**config.mk**
```make
export PLATFORM = sky130hd
export DESIGN_NAME = hazard_ctrl
export DESIGN_NICKNAME = d
export VERILOG_FILES = /design/src/rtl/hazard_ctrl_pkg.sv /design/src/rtl/hazard_ctrl_load_use_detect.sv /design/src/rtl/hazard_ctrl.sv
export SDC_FILE = /design/constraint.sdc
export NUM_CORES = 1
export LEC_CHECK = 0
export ABC_AREA = 1
export BUFFER_PORTS_ARGS = -buffer_cell sky130_fd_sc_hd__clkbuf_2
export CORE_MARGIN = 2
export CORE_UTILIZATION = 30
export CTS_BUF_LIST = sky130_fd_sc_hd__clkbuf_2
export DETAILED_ROUTE_END_ITERATION = 7
export REMOVE_ABC_BUFFERS = 1
export SLEW_MARGIN = 0
export SYNTH_ARGS = -nofsm -noshare
export SYNTH_HDL_FRONTEND = slang
export SYNTH_SLANG_ARGS = --single-unit
export TNS_END_PERCENT = 5
```
**constraint.sdc**
```tcl
create_clock -name clock -period 2 [get_ports clock]
set_input_delay 0.3 -clock clock [delete_from_list [all_inputs] [get_ports clock]]
set_output_delay 0.3 -clock clock [all_outputs]
set_load 0.02 [all_outputs]
```
**src/rtl/hazard_ctrl_pkg.sv**
```systemverilog
// hazard_ctrl_pkg: shared state encoding and register constants for the hazard controller.
package hazard_ctrl_pkg;
  typedef enum logic [1:0] {
    ST_RUN   = 2'd0,
    ST_FLUSH = 2'd1,
    ST_HOLD  = 2'd2
  } state_t;
  localparam logic [4:0] REG_ZERO = 5'd0;
endpackage

```
**src/rtl/hazard_ctrl_load_use_detect.sv**
```systemverilog
// hazard_ctrl_load_use_detect: flags a load in EX whose destination is read by the instruction in ID.
module hazard_ctrl_load_use_detect
  import hazard_ctrl_pkg::*;
(
  input  logic       idex_memread,
  input  logic [4:0] idex_rt,
  input  logic [4:0] ifid_rs,
  input  logic [4:0] ifid_rt,
  output logic       lu_hazard
);
  assign lu_hazard = idex_memread & (idex_rt != REG_ZERO) & ((idex_rt == ifid_rs) | (idex_rt == ifid_rt));
endmodule

```
**src/rtl/hazard_ctrl.sv**
```systemverilog
// hazard_ctrl: ID/EX sequencing FSM (load-use stall, branch flush, external hold).
// Optional saturating stall/flush statistics when HAZARD_STATS_EN is defined.
module hazard_ctrl
  import hazard_ctrl_pkg::*;
#(
  parameter int FLUSH_CYCLES = 1,
  parameter int CNT_W        = 32
) (
  input  logic             clock,
  input  logic             reset,
  input  logic [4:0]       ifid_rs,
  input  logic [4:0]       ifid_rt,
  input  logic             idex_memread,
  input  logic [4:0]       idex_rt,
  input  logic             branch_taken,
  input  logic             ext_stall_req,
  output logic             ext_stall_ack,
  output logic             pc_write,
  output logic             ifid_write,
  output logic             ifid_flush,
  output logic             idex_bubble,
  output logic [1:0]       state_o
`ifdef HAZARD_STATS_EN
  ,
  output logic [CNT_W-1:0] stall_cycles,
  output logic [CNT_W-1:0] flush_cycles
`endif
);
  state_t     state_q;
  logic [3:0] cnt_q;
  logic       pend_q;
  logic       lu_hazard;
  logic       in_run, flush_go, run_free;
  hazard_ctrl_load_use_detect u_lud (
    .idex_memread(idex_memread),
    .idex_rt     (idex_rt),
    .ifid_rs     (ifid_rs),
    .ifid_rt     (ifid_rt),
    .lu_hazard   (lu_hazard)
  );
  always_comb begin
    in_run        = state_q == ST_RUN;
    flush_go      = in_run & (branch_taken | pend_q);
    run_free      = in_run & ~flush_go & ~ext_stall_req & ~lu_hazard;
    ifid_flush    = ~reset & (flush_go | (state_q == ST_FLUSH));
    pc_write      = ~reset & (ifid_flush | run_free);
    ifid_write    = pc_write;
    idex_bubble   = reset | ~run_free;
    ext_stall_ack = ~reset & (state_q == ST_HOLD);
    state_o       = state_q;
  end
  always_ff @(posedge clock or posedge reset) begin
    if (reset) begin
      state_q <= ST_RUN;
      cnt_q   <= '0;
      pend_q  <= 1'b0;
    end else begin
      case (state_q)
        ST_RUN: begin
          if (flush_go) begin
            pend_q <= 1'b0;
            if (FLUSH_CYCLES > 1) begin
              state_q <= ST_FLUSH;
              cnt_q   <= 4'(FLUSH_CYCLES - 1);
            end
          end else if (ext_stall_req) state_q <= ST_HOLD;
        end
        ST_FLUSH: begin
          cnt_q   <= cnt_q - 4'd1;
          state_q <= (cnt_q == 4'd1) ? ST_RUN : ST_FLUSH;
        end
        ST_HOLD: begin
          pend_q  <= pend_q | branch_taken;
          state_q <= ext_stall_req ? ST_HOLD : ST_RUN;
        end
        default: state_q <= ST_RUN;
      endcase
    end
  end
`ifdef HAZARD_STATS_EN
  logic [CNT_W-1:0] stall_q, flush_q;
  always_ff @(posedge clock or posedge reset) begin
    if (reset) begin
      stall_q <= '0;
      flush_q <= '0;
    end else begin
      if (idex_bubble & ~ifid_flush & ~&stall_q) stall_q <= stall_q + 1'b1;
      if (ifid_flush & ~&flush_q) flush_q <= flush_q + 1'b1;
    end
  end
  assign stall_cycles = stall_q;
  assign flush_cycles = flush_q;
`endif
endmodule

```
### Yosys cells after proc, flatten, opt, wreduce, memory -nomap -nowiden

Index checks and enable logic that the tools add are counted.

| word-level totals | value |
|---|---|
| register bits after elaboration | 7 |
| bits of input ports | 20 |
| RAM bits | 0 |
| memory bits (read-only) | 0 |
| output and inout bits | 7 |
| logic and storage cells | 43 |
| memories | 0 |
| latch bits | 0 |

| cells by class | value |
|---|---|
| bitwise logic cells | 19 |
| magnitude comparators | 0 |
| div/mod/pow operators | 0 |
| muxes and demuxes | 7 |
| $add $sub $neg | 1 |
| shifts and indexed selects | 0 |
| $mul | 0 |
| equal/unequal tests | 8 |
| reductions and logical operators | 5 |

Operators with widths:

| cell | number |
|---|---|
| equality test 5 bit | 2 |
| bitwise AND 1 bit | 9 |
| two-way mux 2 bit | 3 |
| case mux 2 bit (3 select lines) | 1 |
| inverter 1 bit | 5 |
| bitwise OR 1 bit | 5 |
| nonzero test 5 bit | 1 |
| equality test 4 x 1 -> 1 bit, second input constant | 1 |
| inequality test 2 bit, second input constant | 2 |
| AND reduction 2 bit | 2 |
| subtractor 4 x 1 -> 4 bit, second input constant | 1 |
| equality test 2 x 1 -> 1 bit, second input constant | 1 |
| equality test 2 bit, second input constant | 1 |
| zero test 2 bit | 1 |
| two-way mux 1 bit | 2 |
| inequality test 2 x 1 -> 1 bit, second input constant | 1 |
| case mux 1 bit (2 select lines) | 1 |
| nonzero test 2 bit | 1 |

### Longest topological paths before layout

| logic depth | value |
|---|---|
| depth after elaboration | 8 |
| gate-level depth with buffers | 10 |
| mapped depth without buffers | 9 |

### Modules after synthesis

Synthesis repeated with hierarchy kept, for this count alone.

| second synthesis, totals | value |
|---|---|
| cells, all modules | 94 |
| area, all modules | 574.3 sq um |

By module, submodules not included:

| module | instances | area each (sq um) | cells each | seq. area each (sq um) |
|---|---|---|---|---|
| hazard_ctrl | 1 | 379.1 | 49 | 175.2 |
| hazard_ctrl_load_use_detect | 1 | 195.2 | 45 | 0.0 |

### Worst setup path before layout

OpenSTA, ideal clock, no wires.

| timing | value |
|---|---|
| path kind | register -> output |
| from | reg state_q[1], in the netlist state_o[1] |
| to | out pc_write |
| setup slack | 0.437 ns |
| data required time | 1.700 ns |
| buffers on the path | 1 |
| stages on the path, launching flop included | 7 |
| arrival time | 1.263 ns |
| cell sequence | dfrtp_1 -> nor2_1 -> nand2_1 -> nor3_1 -> nand2_2 -> nand2_2 -> buf_4 |

| between the ends | value |
|---|---|
| longest elaborated chain between the ends | 8 |
| elaborated cells on any way between the ends | 11 |
| those cells by class | eq/ne (1); bitwise (9); reduce/logical (1) |

Ends and longest elaborated chain:

| item | line | text |
|---|---|---|
| from (decl) | hazard_ctrl.sv:29 | `state_t state_q;` |
| from (signal assigned) | hazard_ctrl.sv:70 | `state_q <= (cnt_q == 4'd1) ? ST_RUN : ST_FLUSH;` |
| from (signal assigned) | hazard_ctrl.sv:74 | `state_q <= ext_stall_req ? ST_HOLD : ST_RUN;` |
| zero test 2 bit | hazard_ctrl.sv:42 | `in_run = state_q == ST_RUN;` |
| bitwise AND 1 bit | hazard_ctrl.sv:43 | `flush_go = in_run & (branch_taken \| pend_q);` |
| inverter 1 bit | hazard_ctrl.sv:44 | `run_free = in_run & ~flush_go & ~ext_stall_req & ~lu_hazard;` |
| bitwise AND 1 bit (3 in a row) | hazard_ctrl.sv:44 |  |
| bitwise OR 1 bit * | hazard_ctrl.sv:46 | `pc_write = ~reset & (ifid_flush \| run_free);` |
| bitwise AND 1 bit * | hazard_ctrl.sv:46 |  |
| to (decl) | hazard_ctrl.sv:18 | `output logic pc_write,` |

Mark *: on every way between the ends. The rest lies on a longest branch, timed or not.

### Final worst setup path

| timing | value |
|---|---|
| from | in reset |
| to | out ifid_write |

| between the ends | value |
|---|---|
| longest elaborated chain between the ends | 4 |

Ends and longest elaborated chain:

| item | line | text |
|---|---|---|
| from (decl) | hazard_ctrl.sv:10 | `input logic reset,` |
| inverter 1 bit * | hazard_ctrl.sv:45, hazard_ctrl.sv:46 |  |
| bitwise AND 1 bit | hazard_ctrl.sv:45 | `ifid_flush = ~reset & (flush_go \| (state_q == ST_FLUSH));` |
| bitwise OR 1 bit | hazard_ctrl.sv:46 |  |
| bitwise AND 1 bit * | hazard_ctrl.sv:46 |  |
| to (decl) | hazard_ctrl.sv:19 | `output logic ifid_write,` |

Marks and branches as above.

==> reports/metrics.yaml <==
clock_network:
  cts.reportedPaths.clkPinSlew_ns: 0.08
  cts.sinks: 7
  ctsRootBufferMaster: "clkbuf_2"
  cts_buffers: 3
  clk_path_buf_depth: 2
  cts_tree: "done"
  cts.htree.levels: 1
  clock_latency_ns: 0.24
pwr:
  internal_power_mw: 0.240
  seqPwrFrac_pct: 41.7
  power_density_mw_per_mm2: 456
  cellLeakagePower_nw: 0.481
  p_sw_share_pct: 32.3
  clockPowerShare_pct: 31.0
  total_power_mw: 0.354
  p_sw_mw: 0.114
  power_frac_comb_pct: 27.3
  ir_worst_vdd_mv: 0.151
floorplan:
  chipWidth_um: 47.5
  start_util_pct: 32.5
  die_area_mm2: 0.00225
  core_area_mm2: 0.00175
  io_pins: 27
  die_h_um: 47.5
  num_rows: 15
timing:
  fmax_ghz: 0.548
  rsz0062_at_grt: "no"
  tightest_slew_ns: 0.224
  final-max-slew-violation-count: 0
  fin_skew_ns: 0.00543
  slew_headroom_pct: 85.0
  period_needed_ns: 1.82
  tns_ns: 0
  period_share_pct: 91.2
  finalWorstSetupSlack_ns: 0.175
  setup_viol: 0
  finalHoldViolations: 0
synth:
  synth-adder-area-share_pct: 4.42
  synth.distinct_cells: 16
  postSynthCellCount: 91
  netlist_area_um2: 567
  yosysSeqAreaShare_pct: 30.9
  synth_seq_cells: 7
  synth_warnings: 0
  synth_compound_area_share_pct: 4.64
  synthSimpleGateAreaFrac_pct: 36.4
  synth_xor_area_share_pct: 7.73
  syn_area_per_cell_um2: 6.23
  synth_top_family_by_area: "simple AND/OR/NAND/NOR gates"
  synthMuxAreaShare_pct: 0
setup_path:
  reg2reg_slack_ns: 0.95
  path_buf_inv: 3
  r2r_cells: 4
  crit_family: "buffers and inverters"
  path_depth: 6
  crit_path_end_kind: "output port"
  worstPathArrival_ns: 1.52
  slowest_delay_ns: 0.54
  critPathMaxFanout: 3
  rr_endpoint: "cnt_q[3]"
  cp_cell_sequence: "dlygate4sd3_1 > clkbuf_2 > nor3_1 > nand2_2 > nand2_2 > clkbuf_2"
  critPathRequiredTime_ns: 1.70
  critPathLaunchType: "input port"
  timing_worst_setup_path_type: "input port to output port"
  reg2reg_from: "state_o[0]"
  cp_slowest_cell: "dlygate4sd3_1"
routing:
  first_pass_iters: 4
  vias_per_cell: 4.19
  drcViolationCount: 0
  wirelength_um: 1210
  dr.first_iter.drc_count: 16
  wire_per_inst_um: 8.13
  antenna_left: 0
  via_count: 624
layout:
  syn_to_final_growth_pct: 37.1
  nNetsFinal: 147
  layout_common_cells: "nand2_1, clkbuf_2, inv_1, nor2_1, dfrtp_1"
  drive_gt1_share_pct: 30.6
  insertedDiodeCount: 0
worst_hold_path:
  holdCritStartpoint: "ext_stall_req"
  hold_path.class: "input port to flop"
  hold_end: "state_o[1]"
  hold_depth: 3
global_route:
  overflow: 0
  grt_pass1_wl_um: 2040
  grt_pass1_vias: 513
  grt.total_usage_pct: 13.1
  antenna_found_initial: 0
  grt_start_max_net_pins: 9
placement:
  post-place-ws_ns: 0.528
  gp_congestion: 0.750
  port_buffers: 26
  hpwl_um: 991
run_status:
  status: "finished, final reports clean"
job:
  drv_cap: 0
-- state kept, by name, indices dropped and copies added (netlist names) --
register,count
cnt_q,4
state_o,2
pend_q,1
-- metrics by stage --
stage / util [%] / hold WS [ns] / std cells / cell area [um^2]
after floorplan: - / 0.109 / 90 / 559
after global placement: 41.3 / 0.258 / 141 / 721
after detailed placement: 41.3 / 0.256 / 141 / 721
after CTS: 43.0 / 0.267 / 146 / 751
after global routing: 44.5 / 0.280 / 149 / 777
final: 44.5 / 0.274 / 149 / 777
-- cells in the mapped netlist (all sizes together) --
cell    n  area [um^2]
nand2  32          125
ha      2         25.0
xnor2   2         17.5
buf     1         7.51
inv    22         82.6
nand3   2         10.0
nor3    2         10.0
dfrtp   7          175
a31oi   1         6.26
xor2    3         26.3
o21ai   4         20.0
nand4   2         12.5
nor2   11         48.8
-- cells by family after synthesis --
| logic type | after synthesis |
|---|---|
| simple gates | 49 |
| buf+inv | 23 |
| flops | 7 |
| compound gates | 5 |
| xor+xnor | 5 |
| fa+ha+maj | 2 |
-- metal layers --
| metal | vias to the layer above | GRT usage, % | share of wire [%] |
|---|---|---|---|
| met5 | - | 0 | 0 |
| met4 | 0 | 6.67 | 3.6 |
| met3 | 8 | 3.40 | 5.7 |
| met2 | 23 | 21.6 | 45 |
| met1 | 259 | 15.8 | 45 |
| li1 | 334 | - | - |
-- area by class of cell --
type	count	area, um^2
Multi-Input combinational cell	61	302
Sequential cell	7	175
Timing Repair Buffer	30	163
Inverter	22	86.3
Fill cell	189	968
Tap cell	25	31.3
Clock buffer	4	20.0
-- worst reg2reg max path: stages, from the launching register on --
cell     delay (ns)
dfrtp_1        0.40
inv_1          0.11
nor2_4         0.14
nand4_1        0.11
xor2_1         0.16
-- worst max-delay path by stage --
stage	from	to	slack, ns
6_report	reset	ifid_write	0.18
5_1_grt	reset	pc_write	0.09
4_1_cts	reset	ifid_write	0.01
3_5_place_dp	idex_rt[3]	ifid_write	0.53
3_3_place_gp	idex_rt[3]	ifid_write	0.56
2_1_floorplan	state_o[1]	ifid_write	0.54
-- power by group through the flow --
stage	registers, mW	logic [mW]	clock network [mW]
floorplan	0.152	0.0497	0
finish	0.148	0.0966	0.110
global placement	0.151	0.0893	0
CTS	0.148	0.0918	0.114
detailed placement	0.151	0.0899	0
global route	0.148	0.111	0.120
-- timing repair --
action / CTS / global route
hold endpoints to repair: 7 / 0
gates resized for setup: 0 / 2
endpoints found under the setup margin: 0 / 3
hold buffers: 1 / 0
buffers inserted: 0 / 3
No activity file was read; power rests on OpenSTA's default activity.
